## config.mk

```make
export PLATFORM = sky130hd
export DESIGN_NAME = fir_peak_detector
export DESIGN_NICKNAME = d
export VERILOG_FILES = /design/src/rtl/fir_peak_detector.sv
export SDC_FILE = /design/constraint.sdc
export NUM_CORES = 1
export LEC_CHECK = 0
export ABC_AREA = 1
export BUFFER_PORTS_ARGS = -buffer_cell sky130_fd_sc_hd__buf_4
export CORE_MARGIN = 8
export CORE_UTILIZATION = 45
export CTS_CLUSTER_SIZE = 30
export DETAILED_ROUTE_END_ITERATION = 12
export GPL_ROUTABILITY_DRIVEN = 0
export PLACE_DENSITY = 0.66
export SLEW_MARGIN = 20
export SYNTH_ARGS = -nofsm -noshare
export SYNTH_HDL_FRONTEND = slang
export SYNTH_SLANG_ARGS = --single-unit
```

## constraint.sdc

```tcl
create_clock -name clock -period 3.9 [get_ports clock]
set_input_delay 0.195 -clock clock [delete_from_list [all_inputs] [get_ports clock]]
set_output_delay 0.195 -clock clock [all_outputs]
set_load 0.01 [all_outputs]
```

## src/rtl/fir_peak_detector.sv

```systemverilog
// Peak-magnitude detector for framed FIR output.
// Tracks the largest |sample| and its index, then reports it against a threshold.
module fir_peak_detector #(
    parameter int DATA_WIDTH   = 19,
    parameter int FRAME_LENGTH = 52,
    parameter int INDEX_WIDTH  = 6
) (
    input  logic                          clock,
    input  logic                          resetN,
    input  logic                          startFlag,
    input  logic                          dataInValid,
    input  logic signed [DATA_WIDTH-1:0]  dataIn,
    input  logic        [DATA_WIDTH-1:0]  threshold,
    output logic        [DATA_WIDTH-1:0]  peakValue,
    output logic        [INDEX_WIDTH-1:0] peakIndex,
    output logic                          peakValid,
    output logic                          detectFlag,
    output logic                          busy
);

    typedef enum logic [1:0] {
        S_IDLE    = 2'd0,
        S_COLLECT = 2'd1,
        S_REPORT  = 2'd2
    } state_t;

    localparam logic [INDEX_WIDTH-1:0] LAST_IDX = INDEX_WIDTH'(FRAME_LENGTH - 1);
    localparam logic [INDEX_WIDTH-1:0] IDX_ONE  = INDEX_WIDTH'(1);
    localparam logic [DATA_WIDTH-1:0]  MAG_ONE  = DATA_WIDTH'(1);

    state_t                  state_q, state_d;
    logic [INDEX_WIDTH-1:0]  cnt_q, cnt_d;
    logic [DATA_WIDTH-1:0]   max_q, max_d;
    logic [INDEX_WIDTH-1:0]  idx_q, idx_d;
    logic [DATA_WIDTH-1:0]   peak_value_q, peak_value_d;
    logic [INDEX_WIDTH-1:0]  peak_index_q, peak_index_d;
    logic                    detect_q, detect_d;

    logic                    sample_take;
    logic                    last_sample;
    logic                    take_new;
    logic [DATA_WIDTH-1:0]   sample_mag;
    logic                    over_thr;

    // Two's-complement negate in unsigned space: the most negative code maps
    // to 2^(DATA_WIDTH-1), which still fits the unsigned width.
    function automatic logic [DATA_WIDTH-1:0] magnitude(input logic signed [DATA_WIDTH-1:0] s);
        logic [DATA_WIDTH-1:0] u;
        u = $unsigned(s);
        if (s[DATA_WIDTH-1]) begin
            magnitude = ~u + MAG_ONE;
        end else begin
            magnitude = u;
        end
    endfunction

    // Running-max datapath
    always_comb begin
        sample_take = (state_q == S_COLLECT) && dataInValid;
        last_sample = (cnt_q == LAST_IDX);
        sample_mag  = magnitude(dataIn);
        take_new    = (cnt_q == '0) || (sample_mag > max_q);
        max_d       = take_new ? sample_mag : max_q;
        idx_d       = take_new ? cnt_q : idx_q;
        over_thr    = (peak_value_q >= threshold);
    end

    // State register
    always_ff @(posedge clock) begin
        if (!resetN) begin
            state_q <= S_IDLE;
        end else begin
            state_q <= state_d;
        end
    end

    // Next-state logic
    always_comb begin
        state_d = state_q;
        unique case (state_q)
            S_IDLE: begin
                if (startFlag) begin
                    state_d = S_COLLECT;
                end
            end
            S_COLLECT: begin
                if (sample_take && last_sample) begin
                    state_d = S_REPORT;
                end
            end
            S_REPORT: begin
                state_d = S_IDLE;
            end
            default: begin
                state_d = S_IDLE;
            end
        endcase
    end

    // Counter and reported-result next state
    always_comb begin
        cnt_d        = cnt_q;
        peak_value_d = peak_value_q;
        peak_index_d = peak_index_q;
        detect_d     = detect_q;
        if ((state_q == S_IDLE) && startFlag) begin
            cnt_d = '0;
        end else if (sample_take) begin
            if (last_sample) begin
                cnt_d        = '0;
                peak_value_d = max_d;
                peak_index_d = idx_d;
            end else begin
                cnt_d = cnt_q + IDX_ONE;
            end
        end
        if (state_q == S_REPORT) begin
            detect_d = over_thr;
        end
    end

    always_ff @(posedge clock) begin
        if (!resetN) begin
            cnt_q        <= '0;
            peak_value_q <= '0;
            peak_index_q <= '0;
            detect_q     <= 1'b0;
        end else begin
            cnt_q        <= cnt_d;
            peak_value_q <= peak_value_d;
            peak_index_q <= peak_index_d;
            detect_q     <= detect_d;
        end
    end

    // Running max is always reloaded by the first sample, so it needs no reset
    always_ff @(posedge clock) begin
        if ((state_q == S_IDLE) && startFlag) begin
            max_q <= '0;
            idx_q <= '0;
        end else if (sample_take) begin
            max_q <= max_d;
            idx_q <= idx_d;
        end
    end

    // Output logic
    always_comb begin
        peakValid  = (state_q == S_REPORT);
        busy       = (state_q != S_IDLE);
        detectFlag = (state_q == S_REPORT) ? over_thr : detect_q;
        peakValue  = peak_value_q;
        peakIndex  = peak_index_q;
    end

endmodule

```

==> impl_results.md, run 1 <==
* Required @ worst endpoint at 4150 ps
* Cell type contributing the most total cell area after synthesis: dfxtp_1
* Signed area change from the synthesized netlist to the final layout at 18.0%
* Floorplan Core Area at 0.00973 mm2
* Switching Share at 31.1%
* Max FO, Critical Path at 26
* Core Rows at 36
* Worst-case register-to-register setup slack at 1560 ps
* Hold Path Cell Cnt at 3
* Most used standard cells in the synthesized netlist: 136 x inv_1, 134 x nand2_1, 89 x nand3_1, 71 x nor2_1, 59 x dfxtp_1
* Setup repair after global routing missed its margin: false
* Number of flops mapped to enable cells by yosys at 0
* Relative slew margins at 39.8%
* FF-to-FF Start: max_q[14]$_SDFFE_PP0P_
* Max-slew violations at 0
* Final layout net count at 839
* Average cell area after synthesis at 6.42 um2
* Min-Delay Startpoint: resetN
* Post-route insts no fill at 894
* Post-cts resize count at 0
* Routed via count at 4402
* Global-route wire length before repair at 18.8 mm
* Input/output buffers at 69
* Maximum ir drop on the vdd rail at 158 uV
* Status: finished, final reports clean
* Worst min-delay path category: in -> reg
* Critical path class: in -> reg
* Max Clock Skew at 8.90 ps
* Most instantiated library cell after synthesis: inv_1
* Commonest register cell after synthesis: dfxtp_1
* Vert. Die Dim at 116 um
* Initial Util at 46.0%
* Number of failing setup endpoints in the final timing report at 0
* Post-synthesis compound-gate area fraction at 7.30%
* Clock tree from TritonCTS: done
* Flops & latches, synth at 59
* Worst hold endpoint: cnt_q[3]$_SDFFE_PP0P_
* Count of cells along the worst register-to-register path at 14
* Detailed-route vias per instance at 4.92
* Async SR Flop Fraction at 0%
* Proportion of layout cells with a drive suffix above 1 at 17.3%
* Clock-pin slew of the registers on the worst-case setup and hold paths at 70 ps
* Width of the die at 116 um
* Number of max-capacitance violations reported at 0
* Initial antenna violation count at 0
* Filler instances at 997
* DRT Pass-1 Iters at 5
* Layout Utilization at 54.2%
* Fin crit period at 2950 ps
* Setup tns final at 0 ps
* XOR/XNOR Fraction of Synth Area at 1.96%
* Worst slew pin tran at 901 ps
* Sw Pwr at 0.520 mW
* End of the worst register-to-register path: peakValue[4]$_SDFFE_PN0P_
* Portion of total power attributed to sequential cells at 39.2%
* Netlist Area Pre-Place at 0.00447 mm2
* Proportion of synthesized chip area in sequential cells at 26.4%
* Clock latency of the later-clocked register in the worst-skew pair at 350 ps
* Antenna cells at 0
* DRC errors left at 0
* Largest cells by area after synthesis: dfxtp_1 26%, ha_1 11%, inv_1 11%
* Standby leakage power at 2.89 nW
* Unique cell type count in the Yosys netlist at 39
* Global-route congestion overflow total at 0
* Maximum number of pins on one net before global-route repair at 51
* Instance count after placement with tap cells included at 878
* Worst setup EP type: flip-flop
* Routed len/inst at 12.8 um
* Simple-Gate Fraction of Synth Area at 37.2%
* CTS H-Tree Depth at 3
* Final number of hold-violating endpoints at 0
* Max Root-Sink Buffers at 2
* Post-synth top area share at 26.4%
* Combinational share of power at 23.1%
* Startpoint Class: input port
* Multiplexer area fraction after synthesis at 0%
* Number of DRC violations after detailed-routing iteration 0 at 298
* GRT Util Overall at 17.4%
* IO Pins at 70
* Main combinational cell family by area after synthesis: simple AND/OR/NAND/NOR gates
* Signal arrival time at the worst endpoint at 3200 ps
* Residual antenna-violating net count after detailed routing at 0
* Inserted Clock Buffers at 9
* Share of synthesized cell area in full adder, half adder and majority cells at 11.5%
* Clock power share at 37.8%
* Total design power at 1.67 mW
* Final cycle utilization of the critical path at 75.6%
* Total half-perimeter wirelength after legalization and detailed placement at 8.79 mm
* Peak clock frequency supported by timing at 0.339 GHz
* Vias in the first global route at 3935
* Root buffer cell: clkbuf_8
* Total power density per cell area at 317 mW/mm2
* Full die area at 0.0134 mm2
* CTS sink cnt at 59
* Detailed-route wire length at 11.4 mm
* Internal portion of total power at 1.15 mW
* Warnings, synthesis at 0
* Synthesized instance count at 696
* Post-CTS setup buffers at 0
* Syn_nets at 779
* Count of hold-fix buffers inserted at cts at 0
==> final cells by class <==
class	count	area (um2)	share of cell area (%)
Clock buffer	10	138	2.61
Timing Repair Buffer	71	533	10.1
Tap cell	133	166	3.15
Multi-Input combinational cell	463	2600	49.2
Clock inverter	6	88.8	1.68
Inverter	152	571	10.8
Sequential cell	59	1180	22.4
==> metal layers <==
| metal | vias up | routed length (um) | global-route usage, % |
|---|---|---|---|
| met3 | 9 | 890 | 4.48 |
| li1 | 2290 | - | - |
| met1 | 1958 | 5720 | 24.5 |
| met4 | 0 | 112 | 4.58 |
| met2 | 145 | 4720 | 25.7 |
| met5 | - | 0 | 0 |
==> critical path: stages <==
cell	delay, ps
buf_4	120
inv_1	90
ha_1	190
nand3_1	120
nor2_2	210
nand2_1	90
o21ai_1	160
inv_1	60
nand2_1	50
nand2_1	100
ha_1	320
nand2_1	70
nand2_1	50
nand2_1	60
nand2_1	50
a21oi_1	160
nand3_2	140
nand2_4	290
nand2_8	240
nand2_1	150
nand3_1	130
nand2_1	90
inv_1	40
==> state kept, by name, indices dropped and copies added, names as in the netlist <==
signal and cells:
state_q 2, idx_q 6, detect_q 1, max_q 19
peakValue 19, cnt_q 6, peakIndex 6
==> layout by cell type (no fill, tap or decap), drive strengths merged <==
cell	count
nor3b	5
nand3	91
a21o	1
nor4	1
a31oi	1
inv	151
xnor2	4
buf	71
nor2	78
ha	41
nand3b	1
dfxtp	59
o21ai	40
nor3	8
xor2	6
clkinvlp	2
nand4	12
clkbuf	10
bufinv	2
or2	1
nand2	150
and2	1
a211oi	1
clkinv	3
a21oi	21
==> worst max-delay path by stage <==
stage	from	slack, ps	to
after global routing	dataIn[0]	680	peakValue[0]$_SDFFE_PN0P_
after floorplan	dataIn[0]	1370	peakValue[6]$_SDFFE_PN0P_
after detailed placement	dataIn[0]	600	peakValue[4]$_SDFFE_PN0P_
after global placement	dataIn[0]	630	peakValue[0]$_SDFFE_PN0P_
after CTS	dataIn[0]	970	peakValue[0]$_SDFFE_PN0P_
final	dataIn[0]	950	peakValue[4]$_SDFFE_PN0P_
==> stage by stage <==
stage                     setup WS, ps  area [um2]  hold WS [ps]
after floorplan                   1370        4470           353
after global placement             634        5050           489
after detailed placement           596        5050           501
after CTS                          971        5280           140
after global routing               679        5280           137
final                              950        5280           157
==> power groups by stage <==
stage / sequential (mW) / clock, mW / combinational, mW
floorplan: 0.662 / 0 / 0.294
global placement: 0.668 / 0 / 0.378
detailed placement: 0.669 / 0 / 0.388
CTS: 0.655 / 0.647 / 0.389
global route: 0.659 / 0.682 / 0.441
finish: 0.656 / 0.632 / 0.387
==> cell families after synthesis <==
| family | Yosys count |
|---|---|
| simple gates | 348 |
| flops | 59 |
| xor+xnor | 10 |
| compound gates | 64 |
| buf+inv | 174 |
| fa+ha+maj | 41 |
Note: power is estimated with default switching activity, not from simulation.
==> run 2, diff against run 1 <==
--- a/config.mk
+++ b/config.mk
@@ -12,7 +12,7 @@
 export CTS_CLUSTER_SIZE = 30
 export DETAILED_ROUTE_END_ITERATION = 12
 export GPL_ROUTABILITY_DRIVEN = 0
-export PLACE_DENSITY = 0.66
+export PLACE_DENSITY = 0.68
 export SLEW_MARGIN = 20
 export SYNTH_ARGS = -nofsm -noshare
 export SYNTH_HDL_FRONTEND = slang
==> constraint.sdc (replaced) <==
create_clock -name clock -period 2.37 [get_ports clock]
set_input_delay 0.1185 -clock clock [delete_from_list [all_inputs] [get_ports clock]]
set_output_delay 0.1185 -clock clock [all_outputs]
set_load 0.01 [all_outputs]
==> impl_results.md, run 2 (synthesis results as in run 1) <==
* Fin crit period at 2390 ps
* Signal arrival time at the worst endpoint at 2650 ps (was 3200 ps)
* Max-slew violations at 0 (unchanged)
* Layout Utilization at 62.8% (was 54.2%)
* Detailed-route wire length at 13.0 mm (was 11.4 mm)
* Worst-case register-to-register setup slack at 240 ps (was 1560 ps)
* Count of hold-fix buffers inserted at cts at 0 (unchanged)
* Cell area reported after detailed placement at 0.00546 mm2 (was 0.00505 mm2)
* Count of cells along the worst register-to-register path at 12 (was 14)
* DRT Pass-1 Iters at 5 (unchanged)
* Critical path class: in -> reg (unchanged)
* Slowest stage cell, crit path: ha_1 (unchanged)
* Maximum number of pins on one net before global-route repair at 51 (unchanged)
* Maximum ir drop on the vdd rail at 233 uV (was 158 uV)
* IO Pins at 70 (unchanged)
* FF-to-FF Start: max_q[2]$_SDFFE_PP0P_ (was max_q[14]$_SDFFE_PP0P_)
* Worst slew pin tran at 509 ps (was 901 ps)
* Commonest cells after routing, fill and taps aside: 133 x inv_1, 121 x buf_4, 117 x nand2_1 (was 136 x inv_1, 134 x nand2_1, 89 x nand3_1)
* Global-route wire length before repair at 19.7 mm (was 18.8 mm)
* Proportion of layout cells with a drive suffix above 1 at 29.7% (was 17.3%)
* Floorplan Core Area at 0.00973 mm2 (unchanged)
* Startpoint Class: input port (unchanged)
* Clock latency of the later-clocked register in the worst-skew pair at 350 ps (about the same)
* Most common library cell in the layout ignoring fill and taps: inv_1 (unchanged)
* Inserted Clock Buffers at 9 (unchanged)
* Post-route worst setup slack at -20.7 ps (was 950 ps)
* Width of the die at 116 um (unchanged)
* Full die area at 0.0134 mm2 (unchanged)
* Worst min-delay path category: in -> reg (unchanged)
* Final number of hold-violating endpoints at 0 (unchanged)
* Critical path destination: peakIndex[2]$_SDFFE_PN0P_ (was peakValue[4]$_SDFFE_PN0P_)
* Root buffer cell: clkbuf_8 (unchanged)
* Total half-perimeter wirelength after legalization and detailed placement at 9.35 mm (was 8.79 mm)
* CP peak stage delay at 340 ps (was 320 ps)
* Most common cell on crit path: nand2_1 (unchanged)
* Residual antenna-violating net count after detailed routing at 0 (unchanged)
* Detailed-route vias per instance at 5.00 (was 4.92)
* CTS sink cnt at 59 (unchanged)
* Signed area change from the synthesized netlist to the final layout at 36.6% (was 18.0%)
* Routed len/inst at 13.6 um (was 12.8 um)
* Max FO, Critical Path at 6 (was 26)
* Number of max-capacitance violations reported at 0 (unchanged)
* End of the worst register-to-register path: max_q[17]$_SDFFE_PP0P_ (was peakValue[4]$_SDFFE_PN0P_)
* Peak clock frequency supported by timing at 0.418 GHz
* Setup repair after global routing missed its margin: true (was false)
* Vias in the first global route at 4280 (was 3935)
* Initial antenna violation count at 0 (unchanged)
* Antenna cells at 0 (unchanged)
* Max Clock Skew at 12.4 ps (was 8.90 ps)
* Critical path startpoint: dataIn[0] (unchanged)
* Failing checks: setup timing
* Setup tns final at -49.9 ps (was 0 ps)
* CTS H-Tree Depth at 3 (unchanged)
* Relative slew margins at 66.0% (was 39.8%)
* Max Root-Sink Buffers at 2 (unchanged)
* Final non-filler cell area at 0.00611 mm2 (was 0.00528 mm2)
* GRT Util Overall at 18.1% (was 17.4%)
* Standby leakage power at 3.22 nW (was 2.89 nW)
* Routed via count at 4773 (was 4402)
* Clock-pin slew of the registers on the worst-case setup and hold paths at 70 ps (about the same)
* Core Rows at 36 (unchanged)
* Number of failing setup endpoints in the final timing report at 4 (was 0)
* Final layout net count at 900 (was 839)
* Final cycle utilization of the critical path at 101%
* Input/output buffers at 69 (unchanged)
* Critical-path cell list: buf_8 -> inv_6 -> ha_4 -> nand3_4 -> nor2_4 -> nand4_1 -> nor3_2 -> ha_1 -> nand2_4 -> inv_2 -> nand2_1 -> nand2_1 -> a21oi_2 -> nand3_4 -> nand2_8 -> nand2_8 -> nand2_1 -> nand3_1 -> nand2_1 -> inv_1 (was buf_4 -> inv_1 -> ha_1 -> nand3_1 -> nor2_2 -> nand2_1 -> o21ai_1 -> inv_1 -> nand2_1 -> nand2_1 -> ha_1 -> nand2_1 -> nand2_1 -> nand2_1 -> nand2_1 -> a21oi_1 -> nand3_2 -> nand2_4 -> nand2_8 -> nand2_1 -> nand3_1 -> nand2_1 -> inv_1)
* Number of DRC violations after detailed-routing iteration 0 at 422 (was 298)
* Status: finished with violations (was finished, final reports clean)
* DRC errors left at 0 (unchanged)
* Required @ worst endpoint at 2630 ps (was 4150 ps)
* Total power density per cell area at 469 mW/mm2 (was 317 mW/mm2)
* Global-route congestion overflow total at 0 (unchanged)
* Worst setup EP type: flip-flop (unchanged)
* Initial Util at 46.0% (unchanged)
* Clock tree from TritonCTS: done (unchanged)
* Vert. Die Dim at 116 um (unchanged)
==> run 2: layout make-up <==
type | instances | area [um2]
clock buffers | 11 | 131
clock inverters | 5 | 30.0
fillers | 914 | 3620
inverters | 152 | 578
multi-input cells | 467 | 3000
flip-flops and latches | 59 | 1180
well taps | 133 | 166
repair buffers | 128 | 1030
==> run 2: metal layers <==
| metal | up-vias | GRT usage (%) | wire, um |
|---|---|---|---|
| li1 | 2425 | - | - |
| met1 | 2138 | 23.9 | 5830 |
| met2 | 183 | 28.6 | 5870 |
| met3 | 27 | 3.54 | 969 |
| met4 | 0 | 6.66 | 278 |
| met5 | - | 0 | 0 |
==> run 2: how the worst min path moves through the flow <==
stage	startpoint	endpoint	slack (ps)	depth (start not counted)
6_report	resetN	cnt_q[3]$_SDFFE_PP0P_	110	3
5_1_grt	resetN	cnt_q[3]$_SDFFE_PP0P_	130	3
2_1_floorplan	resetN	cnt_q[3]$_SDFFE_PP0P_	280	2
3_3_place_gp	resetN	cnt_q[1]$_SDFFE_PP0P_	460	3
3_5_place_dp	resetN	cnt_q[3]$_SDFFE_PP0P_	470	3
4_1_cts	resetN	cnt_q[3]$_SDFFE_PP0P_	100	3
==> run 2: power breakdown <==
part           internal (mW)  total (mW)  leakage, nW  switching [mW]
Combinational          0.441       0.994         2.66           0.552
Clock                  0.373       0.785       0.0791           0.412
Sequential              1.04        1.08        0.480          0.0420
Total                   1.86        2.86         3.22            1.01
==> run 2: critical path, delay by kind of cell <==
family	cells	cell delay, ps
buffers and inverters	4	220
adder cells (fa/ha/maj)	2	480
AO/OA/AOI/OAI	1	150
AND/OR/NAND/NOR	13	1660
==> run 2: per-stage QoR <==
step	hold WS, ps	total power, mW	cells	worst slack [ps]
floorplan	277	1.58	696	4.13
global placement	463	1.83	929	-324
detailed placement	475	1.85	929	-398
CTS	96.7	2.64	946	-3.57
global route	133	3.02	955	-174
finish	114	2.86	955	-20.7
==> run 2: what timing repair did <==
item | 4_1_cts | 5_1_grt
endpoints found under the setup margin | 4 | 50
cloned | 1 | 5
buffers inserted | 0 | 4
gates resized for setup | 2 | 78
pin swaps | 0 | 43
hold endpoints to repair | 0 | 0
